### src/rtl/clk_rst_sequencer.sv
// clk_rst_sequencer: power-up reset sequencing of PHY, MAC and user logic after MMCM lock.
// Define SEQ_WATCHDOG_EN to retry PHY reset when phyReady never arrives.
module clk_rst_sequencer #(
    parameter int unsigned LOCK_STABLE_CYCLES = 64,
    parameter int unsigned PHY_RST_CYCLES     = 1250,
    parameter int unsigned MAC_SETTLE_CYCLES  = 256,
    parameter int unsigned PHY_TIMEOUT_CYCLES = 62500
) (
    input  logic       clk,
    input  logic       rst,
    input  logic       clkLocked,
    input  logic       phyReady,
    input  logic       swRstReq,
    output logic       phyRstN,
    output logic       macRst,
    output logic       userRst,
    output logic       seqDone,
    output logic [2:0] seqState,
    output logic [3:0] retryCnt
);
    if (LOCK_STABLE_CYCLES < 1 || LOCK_STABLE_CYCLES > 65535 ||
        PHY_RST_CYCLES < 1 || PHY_RST_CYCLES > 65535 ||
        MAC_SETTLE_CYCLES < 1 || MAC_SETTLE_CYCLES > 65535 ||
        PHY_TIMEOUT_CYCLES < 1 || PHY_TIMEOUT_CYCLES > 65535) begin : g_param_check
        $error("clk_rst_sequencer: all cycle parameters must be in 1..65535");
    end

    typedef enum logic [2:0] {
        WAIT_LOCK   = 3'd0,
        LOCK_STABLE = 3'd1,
        PHY_RST     = 3'd2,
        PHY_WAIT    = 3'd3,
        MAC_REL     = 3'd4,
        USER_REL    = 3'd5,
        RUN         = 3'd6
    } state_t;

    localparam logic [15:0] LS_LAST = 16'(LOCK_STABLE_CYCLES - 1);
    localparam logic [15:0] PR_LAST = 16'(PHY_RST_CYCLES - 1);
    localparam logic [15:0] MS_LAST = 16'(MAC_SETTLE_CYCLES - 1);

    state_t      state_q, state_d;
    logic [15:0] cnt_q, cnt_d;
    logic [1:0]  lock_q, lock_d, ready_q, ready_d;
    logic        phy_rst_n_q, phy_rst_n_d, mac_rst_q, mac_rst_d;
    logic        user_rst_q, user_rst_d, seq_done_q, seq_done_d;
    logic        enter, lock_sync, ready_sync;

    assign lock_sync  = lock_q[1];
    assign ready_sync = ready_q[1];

`ifdef SEQ_WATCHDOG_EN
    localparam logic [15:0] TO_LAST = 16'(PHY_TIMEOUT_CYCLES - 1);
    logic [3:0] retry_q, retry_d;
    assign retryCnt = retry_q;
`else
    assign retryCnt = 4'd0;
`endif

    always_comb begin
        lock_d  = {lock_q[0], clkLocked};
        ready_d = {ready_q[0], phyReady};
        state_d = state_q;
        enter   = 1'b0;
`ifdef SEQ_WATCHDOG_EN
        retry_d = retry_q;
`endif
        // Abort paths first: lock loss beats software restart beats PHY drop.
        if (state_q > RUN || (state_q != WAIT_LOCK && !lock_sync)) begin
            state_d = WAIT_LOCK;
            enter   = 1'b1;
        end else if (state_q != WAIT_LOCK && swRstReq) begin
            state_d = PHY_RST;
            enter   = 1'b1;
        end else if (state_q >= MAC_REL && !ready_sync) begin
            state_d = PHY_RST;
            enter   = 1'b1;
        end else begin
            case (state_q)
                WAIT_LOCK: if (lock_sync) begin
                    state_d = LOCK_STABLE;
                    enter   = 1'b1;
                end
                LOCK_STABLE: if (cnt_q == LS_LAST) begin
                    state_d = PHY_RST;
                    enter   = 1'b1;
                end
                PHY_RST: if (cnt_q == PR_LAST) begin
                    state_d = PHY_WAIT;
                    enter   = 1'b1;
                end
                PHY_WAIT: if (ready_sync) begin
                    state_d = MAC_REL;
                    enter   = 1'b1;
`ifdef SEQ_WATCHDOG_EN
                end else if (cnt_q == TO_LAST) begin
                    state_d = PHY_RST;
                    enter   = 1'b1;
                    retry_d = (retry_q == 4'd15) ? retry_q : retry_q + 4'd1;
`endif
                end
                MAC_REL: if (cnt_q == MS_LAST) begin
                    state_d = USER_REL;
                    enter   = 1'b1;
                end
                USER_REL: begin
                    state_d = RUN;
                    enter   = 1'b1;
                end
                RUN: state_d = RUN;
                default: begin
                    state_d = WAIT_LOCK;
                    enter   = 1'b1;
                end
            endcase
        end
        cnt_d       = enter ? 16'd0 : cnt_q + 16'd1;
        phy_rst_n_d = state_d >= PHY_WAIT;
        mac_rst_d   = state_d <= PHY_WAIT;
        user_rst_d  = state_d <= MAC_REL;
        seq_done_d  = state_d == RUN;
    end

    always_ff @(posedge clk or posedge rst) begin
        if (rst) begin
            state_q     <= WAIT_LOCK;
            cnt_q       <= 16'd0;
            lock_q      <= 2'b00;
            ready_q     <= 2'b00;
            phy_rst_n_q <= 1'b0;
            mac_rst_q   <= 1'b1;
            user_rst_q  <= 1'b1;
            seq_done_q  <= 1'b0;
`ifdef SEQ_WATCHDOG_EN
            retry_q     <= 4'd0;
`endif
        end else begin
            state_q     <= state_d;
            cnt_q       <= cnt_d;
            lock_q      <= lock_d;
            ready_q     <= ready_d;
            phy_rst_n_q <= phy_rst_n_d;
            mac_rst_q   <= mac_rst_d;
            user_rst_q  <= user_rst_d;
            seq_done_q  <= seq_done_d;
`ifdef SEQ_WATCHDOG_EN
            retry_q     <= retry_d;
`endif
        end
    end

    assign phyRstN  = phy_rst_n_q;
    assign macRst   = mac_rst_q;
    assign userRst  = user_rst_q;
    assign seqDone  = seq_done_q;
    assign seqState = state_q;
endmodule
### config.mk
export PLATFORM = sky130hd
export DESIGN_NAME = clk_rst_sequencer
export DESIGN_NICKNAME = d
export VERILOG_FILES = /design/src/rtl/clk_rst_sequencer.sv
export SDC_FILE = /design/constraint.sdc
export NUM_CORES = 1
export LEC_CHECK = 0
export CAP_MARGIN = 20
export CORE_ASPECT_RATIO = 1.5
export CORE_MARGIN = 2
export CORE_UTILIZATION = 46
export DETAILED_ROUTE_END_ITERATION = 8
export PLACE_DENSITY_LB_ADDON = 0.12
export SLEW_MARGIN = 25
export SYNTH_ARGS = -nofsm -noshare
export SYNTH_HDL_FRONTEND = slang
export SYNTH_SLANG_ARGS = --single-unit
### constraint.sdc
create_clock -name clk -period 2.6 [get_ports clk]
set_input_delay 0.39 -clock clk [delete_from_list [all_inputs] [get_ports clk]]
set_output_delay 0.39 -clock clk [all_outputs]
set_load 0.01 [all_outputs]
* Word level (Yosys, flattened, before mapping)
Cells that the tools add are included. W data, S select, Z words.
Operators by class: add/subtract/negate cells 1, $lt $le $gt $ge 5, equal/unequal tests 10, mux-type cells 19, reduce and logical (&&, ||, !) cells 9
Operators by type and width (number):
- $mux W3 | 8
- $pmux W3 S6 | 1
- $add A16 B1 Y16 const B | 1
- $eq A16 B11 Y1 const B | 1
- $eq A16 B6 Y1 const B | 1
- $eq A16 B8 Y1 const B | 1
- $mux W16 | 1
- $eq A3 B3 Y1 const B | 4
- $mux W1 | 8
- $eq A3 B2 Y1 const B | 2
- $pmux W1 S6 | 1
- $eq A3 B1 Y1 const B | 1
- $ge A3 B2 Y1 const B | 1
- $ge A3 B3 Y1 const B | 1
- $gt A3 B3 Y1 const B | 1
- $le A3 B2 Y1 const B | 1
- $le A3 B3 Y1 const B | 1
- $logic_and A1 B1 Y1 | 3
- $logic_not A3 Y1 | 1
- $reduce_bool A3 Y1 | 1
- $logic_not A1 Y1 | 2
- $reduce_or A2 Y1 | 1
- $logic_or A1 B1 Y1 | 1
Storage, ports and cells: register bits after elaboration 27, bits of input ports 5, output and inout bits 11

* Depth between registers and ports, before layout
Gate-level depths: netlist of the first run.
depth after elaboration 7, gate-level depth with buffers 8, mapped depth without buffers 7

* Worst setup path before layout of the first run
OpenSTA, ideal clock, no wires.
kind register to register, start point register cnt_q[13], end point register phy_rst_n_q (netlist: phyRstN), library setup time 120 ps, arrival time 1694 ps, data required time 2480 ps, path slack 787 ps, stages on the path, launching flop included 6, path buffers 0, cells stage by stage dfrtp_1 -> or4_4 -> nor4_4 -> o32a_2 -> nand3_2 -> a31o_1
On the way: word-level cells in the longest chain between the ends 7, elaborated cells between the ends (all ways) 11, those cells by class order compare: 1; eq/ne: 3; mux: 7
RTL lines:
- start, declared | RTL line 43 | logic [15:0] cnt_q, cnt_d;
- start signal, assigned | RTL line 139 | cnt_q <= cnt_d;
- $eq A16 B8 Y1 (tied with other cells) | RTL line 102 | MAC_REL: if (cnt_q == MS_LAST) begin
- $mux W3, on equally long branches | RTL line 102, 84, 88
- $pmux W3 S6 (*) | RTL line 79 | case (state_q)
- $mux W3 (*) | RTL line 75 | end else if (state_q >= MAC_REL && !ready_sync) begin
- $mux W3 (*) | RTL line 72 | end else if (state_q != WAIT_LOCK && swRstReq) begin
- $mux W3 (*) | RTL line 69 | if (state_q > RUN || (state_q != WAIT_LOCK && !lock_sync)) begin
- $ge A3 B2 Y1 (*) | RTL line 118 | phy_rst_n_d = state_d >= PHY_WAIT;
- net phy_rst_n_d | RTL line 45 | logic phy_rst_n_q, phy_rst_n_d, mac_rst_q, mac_rst_d;
- end signal, assigned | RTL line 142 | phy_rst_n_q <= phy_rst_n_d;
- end, declared | RTL line 45
The timed path passes the listed nets; every way through them passes the cells marked *.

* Worst setup path after layout of the first run
start point register state_q[0] (netlist: seqState[0]), end point register cnt_q[14]
On the way: word-level cells in the longest chain between the ends 6, elaborated cells between the ends (all ways) 18, those cells by class order compare: 2; eq/ne: 5; mux: 5; reduce/logical: 6
RTL lines:
- start, declared | RTL line 42 | state_t state_q, state_d;
- start signal, assigned | RTL line 138 | state_q <= state_d;
- $eq A3 B3 Y1 (tied with other cells) | RTL line 79
- $pmux W1 S6 / $logic_and A1 B1 Y1 (equally long branches) | RTL line 79, 75
- $mux W1 | RTL line 75
- $mux W1 | RTL line 72
- $mux W1 (*) | RTL line 69
- $mux W16 (*) | RTL line 117 | cnt_d = enter ? 16'd0 : cnt_q + 16'd1;
- net cnt_d[14] | RTL line 43
Marked as above.

==> flow_metrics.env, run 1 <==
export IMPL_setup_viol=0
export IMPL_cts_setup_buffers=0
export IMPL_fmax_mhz=507
export IMPL_syn_inst=133
export IMPL_grt_pass1_vias=1054
export IMPL_p_comb_share_pct=33.6
export IMPL_cts_max_path_buffers=2
export IMPL_cp_required_ns=2.78
export IMPL_clockPowerShare_pct=19.9
export IMPL_power_density_nw_per_um2=772
export IMPL_clkSinkCount=27
export IMPL_gp_congestion=0.775
export IMPL_clk_pin_slew_ns=0.09
export IMPL_post_drt_wl_per_cell_um=14.2
export IMPL_synth_simple_area_share_pct=26.9
export IMPL_cts_tree="yes"
export IMPL_p_sw_mw=0.430
export IMPL_n_fill_cell=279
export IMPL_drc=0
export IMPL_dr_pass1_iters=4
export IMPL_ctsHoldBuffers=0
export IMPL_rows=24
export IMPL_crit_family="simple AND/OR/NAND/NOR gates"
export IMPL_power_frac_seq_pct=46.6
export IMPL_io_pin_count=16
export IMPL_leakage_nw=0.671
export IMPL_p_int_mw=0.759
export IMPL_layout_commonest_cell="dfrtp_1"
export IMPL_final_max_slew_viol_count=0
export IMPL_cap_viol_max_count=0
export IMPL_path_common_cell="nand2_1"
export IMPL_total_power_mw=1.19
export IMPL_crit_slowest_cell="dfrtp_1"
export IMPL_power_switching_share_pct=36.2
export IMPL_finalHoldViolCount=0
export IMPL_critPathMaxFanout=16
export IMPL_dr_first_iter_drc_count=8
export IMPL_worstMarginPinSlew_ns=0.546
export IMPL_ir_worst_vdd_uv=403
export IMPL_synth_xor_area_share_pct=8.96
export IMPL_post_cts_resized=0
export IMPL_final_cell_mix="25 x dfrtp_1, 18 x nor3_1, 11 x clkdlybuf4s50_1"
export IMPL_hpwl_mm=2.03
export IMPL_postRouteAntennaNets=0
export IMPL_cts_root_buf="clkbuf_8"
export IMPL_synthMuxAreaShare_pct=0
export IMPL_num_vias=987
export IMPL_ys_warn_count=0
export IMPL_insertion_delay_ns=0.27
export IMPL_worstPathArrival_ns=2.15
export IMPL_end_kind="register"
export IMPL_setup_tns_ns=0
export IMPL_gr_total_overflow=0
export IMPL_slowest_delay_ns=0.48
export IMPL_io_buffers=11
export IMPL_cp_cell_sequence="nand2_1 > nand2_1 > o32ai_1 > nand3_2 > nor3_1"
export IMPL_die_w_um=48.5
export IMPL_die_area_um2=3440
export IMPL_status="completed"
export IMPL_synth_compound_area_share_pct=6.76
export IMPL_core_area_um2=2880
export IMPL_synth_fa_ha_area_share_pct=1.83
export IMPL_grt_max_degree=17
export IMPL_period_needed_ns=1.97
export IMPL_start_util_pct=47.5
export IMPL_n_antenna_cell=0
export IMPL_nets=153
export IMPL_cts_buffers=3
export IMPL_antenna_found_initial=0
export IMPL_avgSynthCellArea_um2=10.3
export IMPL_grt_pass1_wl_mm=4.76
export IMPL_fin_skew_ns=0.00271
export IMPL_syn_cell_area_um2=1370
export IMPL_grt_util_all_layers_pct=17.6
export IMPL_synth_cell_types=38
export IMPL_slew_headroom_pct=63.5
export IMPL_final_util_pct=53.4
export IMPL_synth_seq_cells=27
export IMPL_yosysSeqAreaShare_pct=49.5
export IMPL_crit_buf_inv=0
export IMPL_hp_class="register to register"
export IMPL_synth_top_family_by_area="simple AND/OR/NAND/NOR gates"
export IMPL_viasPerCell=5.36
export IMPL_htreeDepth=1
export IMPL_die_h_um=70.8
export IMPL_worstSetupPathType="register to register"
export IMPL_drive_gt1_share_pct=9.66
export IMPL_finalCritPeriodShare_pct=75.8
export IMPL_syn2layout_area_growth_pct=12.5
export IMPL_startpoint_type="register"
export IMPL_drt_total_wl_mm=2.60
export IMPL_rsz0062_at_grt="no"
==> stage by stage <==
stage	worst slack (ns)	hold WS [ns]	cell area (um2)	cells
2_1_floorplan	0.787	0.331	1380	136
3_3_place_gp	0.458	0.332	1490	180
3_5_place_dp	0.407	0.335	1490	180
4_1_cts	0.638	0.355	1540	184
5_1_grt	0.420	0.362	1540	184
6_report	0.628	0.355	1540	184
==> flip-flops by register name, indices dropped and copies added, names as in the netlist <==
name      cells
seqDone       1
seqState      3
ready_q       2
userRst       1
lock_q        2
macRst        1
cnt_q        16
phyRstN       1
==> power by group through the flow <==
stage	registers (mW)	logic (mW)	clock network [mW]
3_3_place_gp	0.563	0.397	0
5_1_grt	0.568	0.450	0.257
2_1_floorplan	0.554	0.286	0
4_1_cts	0.554	0.401	0.240
6_report	0.553	0.399	0.236
3_5_place_dp	0.562	0.401	0
==> worst paths after layout <==
check | startpoint | end | slack, ns | depth (start not counted)
setup / recovery | seqState[0]$_DFF_PP0_ | cnt_q[14]$_DFF_PP0_ | 0.63 | 5
hold / removal | ready_q[0]$_DFF_PP0_ | ready_q[1]$_DFF_PP0_ | 0.36 | 0
setup reg to reg | seqState[0]$_DFF_PP0_ | cnt_q[14]$_DFF_PP0_ | 0.63 | 5
hold reg to reg | ready_q[0]$_DFF_PP0_ | ready_q[1]$_DFF_PP0_ | 0.36 | 0
max in group asynchronous | rst | macRst$_DFF_PP1_ | 1.55 | 3
min in group asynchronous | rst | cnt_q[6]$_DFF_PP0_ | 0.41 | 2
==> cells in the mapped netlist <==
master / n / area share, %
nand4_1: 2 / 0.91
a21o_1: 1 / 0.55
nand4b_1: 1 / 0.64
o21ai_2: 1 / 0.64
o21bai_1: 2 / 1.1
nor4b_1: 1 / 0.64
nand3_1: 6 / 2.2
nand2_2: 1 / 0.46
or4b_1: 1 / 0.73
dfrtp_1: 25 / 46
nand3_2: 2 / 1.5
nand4bb_1: 1 / 0.82
nor4_4: 1 / 1.6
nor3_1: 18 / 6.6
a31o_1: 1 / 0.64
buf_6: 1 / 0.82
clkbuf_1: 1 / 0.27
o32a_2: 1 / 0.82
and2_1: 1 / 0.46
nor3b_1: 2 / 1.1
ha_1: 2 / 1.8
inv_1: 7 / 1.9
nor4_1: 1 / 0.46
nor2_1: 5 / 1.4
conb_1: 1 / 0.27
xnor2_1: 7 / 4.5
or3_1: 2 / 0.91
o21ai_0: 2 / 0.73
nand3b_1: 1 / 0.55
nand2_1: 9 / 2.5
o32ai_1: 1 / 0.64
or4_4: 1 / 0.82
buf_4: 5 / 2.7
a22oi_1: 1 / 0.55
a21oi_1: 3 / 1.1
dfstp_2: 2 / 3.8
xor2_1: 7 / 4.5
and3_1: 6 / 2.7
==> final cells by class <==
cell class / instances / area, um2 / area share, %
multi-input combinational: 95 / 623 / 40.5
inverter: 7 / 26.3 / 1.71
clock inverter: 1 / 5.00 / 0.325
tap: 39 / 48.8 / 3.17
sequential: 27 / 678 / 44.0
timing repair buffer: 12 / 118 / 7.64
clock buffer: 3 / 41.3 / 2.68
==> cell families (layout without fill, tap and decap cells) <==
group | after synthesis | in the layout
other | 1 | 4
AOI/OAI and AO/OA | 13 | 13
buffers and inverters | 14 | 23
DFF | 27 | 27
and+or+nand+nor | 62 | 62
adders and majority gates | 2 | 2
xor gates and xnor gates | 14 | 14
==> per-layer routing <==
layer | up-vias | part of all wire [%] | global-route usage, %
met4 | 0 | 1.5 | 7.30
li1 | 484 | - | -
met5 | - | 0 | 0
met1 | 482 | 40 | 19.4
met2 | 15 | 56 | 33.6
met3 | 6 | 2.0 | 2.32
No activity file was read; power rests on OpenSTA's default activity.
==> inputs of run 2 (changes only) <==
==> constraint.sdc (replaced) <==
create_clock -name clk -period 1.6 [get_ports clk]
set_input_delay 0.24 -clock clk [delete_from_list [all_inputs] [get_ports clk]]
set_output_delay 0.24 -clock clk [all_outputs]
set_load 0.01 [all_outputs]
==> run 2 against run 1 <==
- cell area up 23%
- largest cell class is now multi-input combinational cells
- die area did not move
- critical endpoint is now phyRstN$_DFF_PP0_
- worst setup slack got worse by 0.79 ns
- fmax up 12%
- core utilization increased by 12 points
- non-clock buffer count grew 31
- hold slack worse by 0.048 ns
- sequential power up 53%
- total power up 97%
- wire length up 19%
- the run now ends with setup timing left
==> flow_metrics.env, run 2 (same netlist as run 1, synthesis figures left out) <==
export IMPL_grt_util_all_layers_pct=20.6
export IMPL_hp_class="input pin to asynchronous set/reset pin"
export IMPL_worstSetupPathType="register to register"
export IMPL_htreeDepth=1
export IMPL_final_util_pct=65.5
export IMPL_cap_viol_max_count=0
export IMPL_layout_commonest_cell="buf_4"
export IMPL_die_area_um2=3440
export IMPL_cts_buffers=3
export IMPL_gp_congestion=0.829
export IMPL_io_buffers=11
export IMPL_fmax_mhz=569
export IMPL_rows=24
export IMPL_status="complete, but fails checks"
export IMPL_post_drt_wl_per_cell_um=14.4
export IMPL_critPathMaxFanout=3
export IMPL_ir_worst_vdd_uv=1130
export IMPL_rsz0062_at_grt="yes"
export IMPL_cts_max_path_buffers=2
export IMPL_cts_root_buf="clkbuf_8"
export IMPL_finalCritPeriodShare_pct=110
export IMPL_grt_pass1_vias=1218
export IMPL_n_fill_cell=254
export IMPL_antenna_found_initial=0
export IMPL_worstPathArrival_ns=1.94
export IMPL_syn2layout_area_growth_pct=37.9
export IMPL_cp_required_ns=1.78
export IMPL_hpwl_mm=2.31
export IMPL_final_cell_mix="29 x buf_4, 24 x dfrtp_1, 10 x nor3_1"
export IMPL_insertion_delay_ns=0.28
export IMPL_leakage_nw=0.856
export IMPL_n_antenna_cell=0
export IMPL_largest_register_ffs=16
export IMPL_whs_ns=0.307
export IMPL_startpoint_type="register"
export IMPL_gr_total_overflow=0
export IMPL_drive_gt1_share_pct=33.0
export IMPL_fin_skew_ns=0.00708
export IMPL_top_register="cnt_q"
export IMPL_power_density_nw_per_um2=1240
export IMPL_setup_viol=21
export IMPL_nets=184
export IMPL_cts_tree="yes"
export IMPL_clkSinkCount=27
export IMPL_die_h_um=70.8
export IMPL_placed_cell_area_um2=1820
export IMPL_num_vias=1137
export IMPL_drt_total_wl_mm=3.09
export IMPL_grt_max_degree=28
export IMPL_dr_first_iter_drc_count=28
export IMPL_viasPerCell=5.29
export IMPL_postRouteAntennaNets=0
export IMPL_violations="setup timing"
export IMPL_dr_pass1_iters=4
export IMPL_io_pin_count=16
export IMPL_core_area_um2=2880
export IMPL_finalHoldViolCount=0
export IMPL_stdcell_area_um2=1890
export IMPL_final_max_slew_viol_count=0
export IMPL_period_needed_ns=1.76
export IMPL_die_w_um=48.5
export IMPL_drc=0
export IMPL_setup_slack_ns=-0.157
export IMPL_setup_tns_ns=-1.80
export IMPL_start_util_pct=47.5
export IMPL_grt_pass1_wl_mm=5.45
export IMPL_end_kind="register"
export IMPL_clk_pin_slew_ns=0.09
run 2: worst paths after layout:
check,from,endpoint,slack [ns],cells after the start
max in group asynchronous,rst,macRst$_DFF_PP1_,0.99,3
setup reg to reg,cnt_q[15]$_DFF_PP0_,phyRstN$_DFF_PP0_,-0.16,5
setup / recovery,cnt_q[15]$_DFF_PP0_,phyRstN$_DFF_PP0_,-0.16,5
hold reg to reg,lock_q[0]$_DFF_PP0_,lock_q[1]$_DFF_PP0_,0.36,0
hold / removal,rst,seqState[1]$_DFF_PP0_,0.31,3
min in group clk,lock_q[0]$_DFF_PP0_,lock_q[1]$_DFF_PP0_,0.36,0
run 2: critical path: stages (launching register included):
cell and delay [ns]:
dfrtp_1 0.39, or4_4 0.58, nor4_4 0.20, o32a_2 0.21
nand3_2 0.09, a31o_1 0.19
run 2: metal layers:
metal	GRT usage (%)	share of wire [%]	vias up
met5	0	0	-
met4	9.84	2.5	0
met3	2.11	1.2	7
met2	39.5	58	13
met1	22.4	38	571
li1	-	-	546
run 2: layout make-up:
class	instances	area, um2	area share (%)
clock buffer	3	41.3	2.19
clock inverter	1	5.00	0.265
timing repair buffer	43	390	20.7
inverter	7	26.3	1.39
tap	39	48.8	2.58
multi-input combinational	95	697	36.9
sequential	27	679	36.0
run 2: what timing repair did:
item / in CTS / in global routing
setup buffers: 1 / 0
hold buffers: 0 / 0
pin swaps: 1 / 0
resized for setup: 3 / 2
endpoints found under the hold margin: 0 / 0
endpoints found under the setup margin: 23 / 23
run 2: report_power, final:
part | leakage (nW) | switching (mW) | internal, mW
sequential | 0.354 | 0.0632 | 0.783
combinational | 0.477 | 0.550 | 0.545
clock | 0.0255 | 0.220 | 0.175
total | 0.856 | 0.833 | 1.50
run 2: metrics by stage:
stage	instances	worst slack, ns	total power, mW
6_report	215	-0.157	2.34
5_1_grt	215	-0.235	2.49
3_3_place_gp	210	-0.184	1.92
4_1_cts	215	-0.154	2.36
2_1_floorplan	136	-0.0638	1.44
3_5_place_dp	210	-0.261	1.94
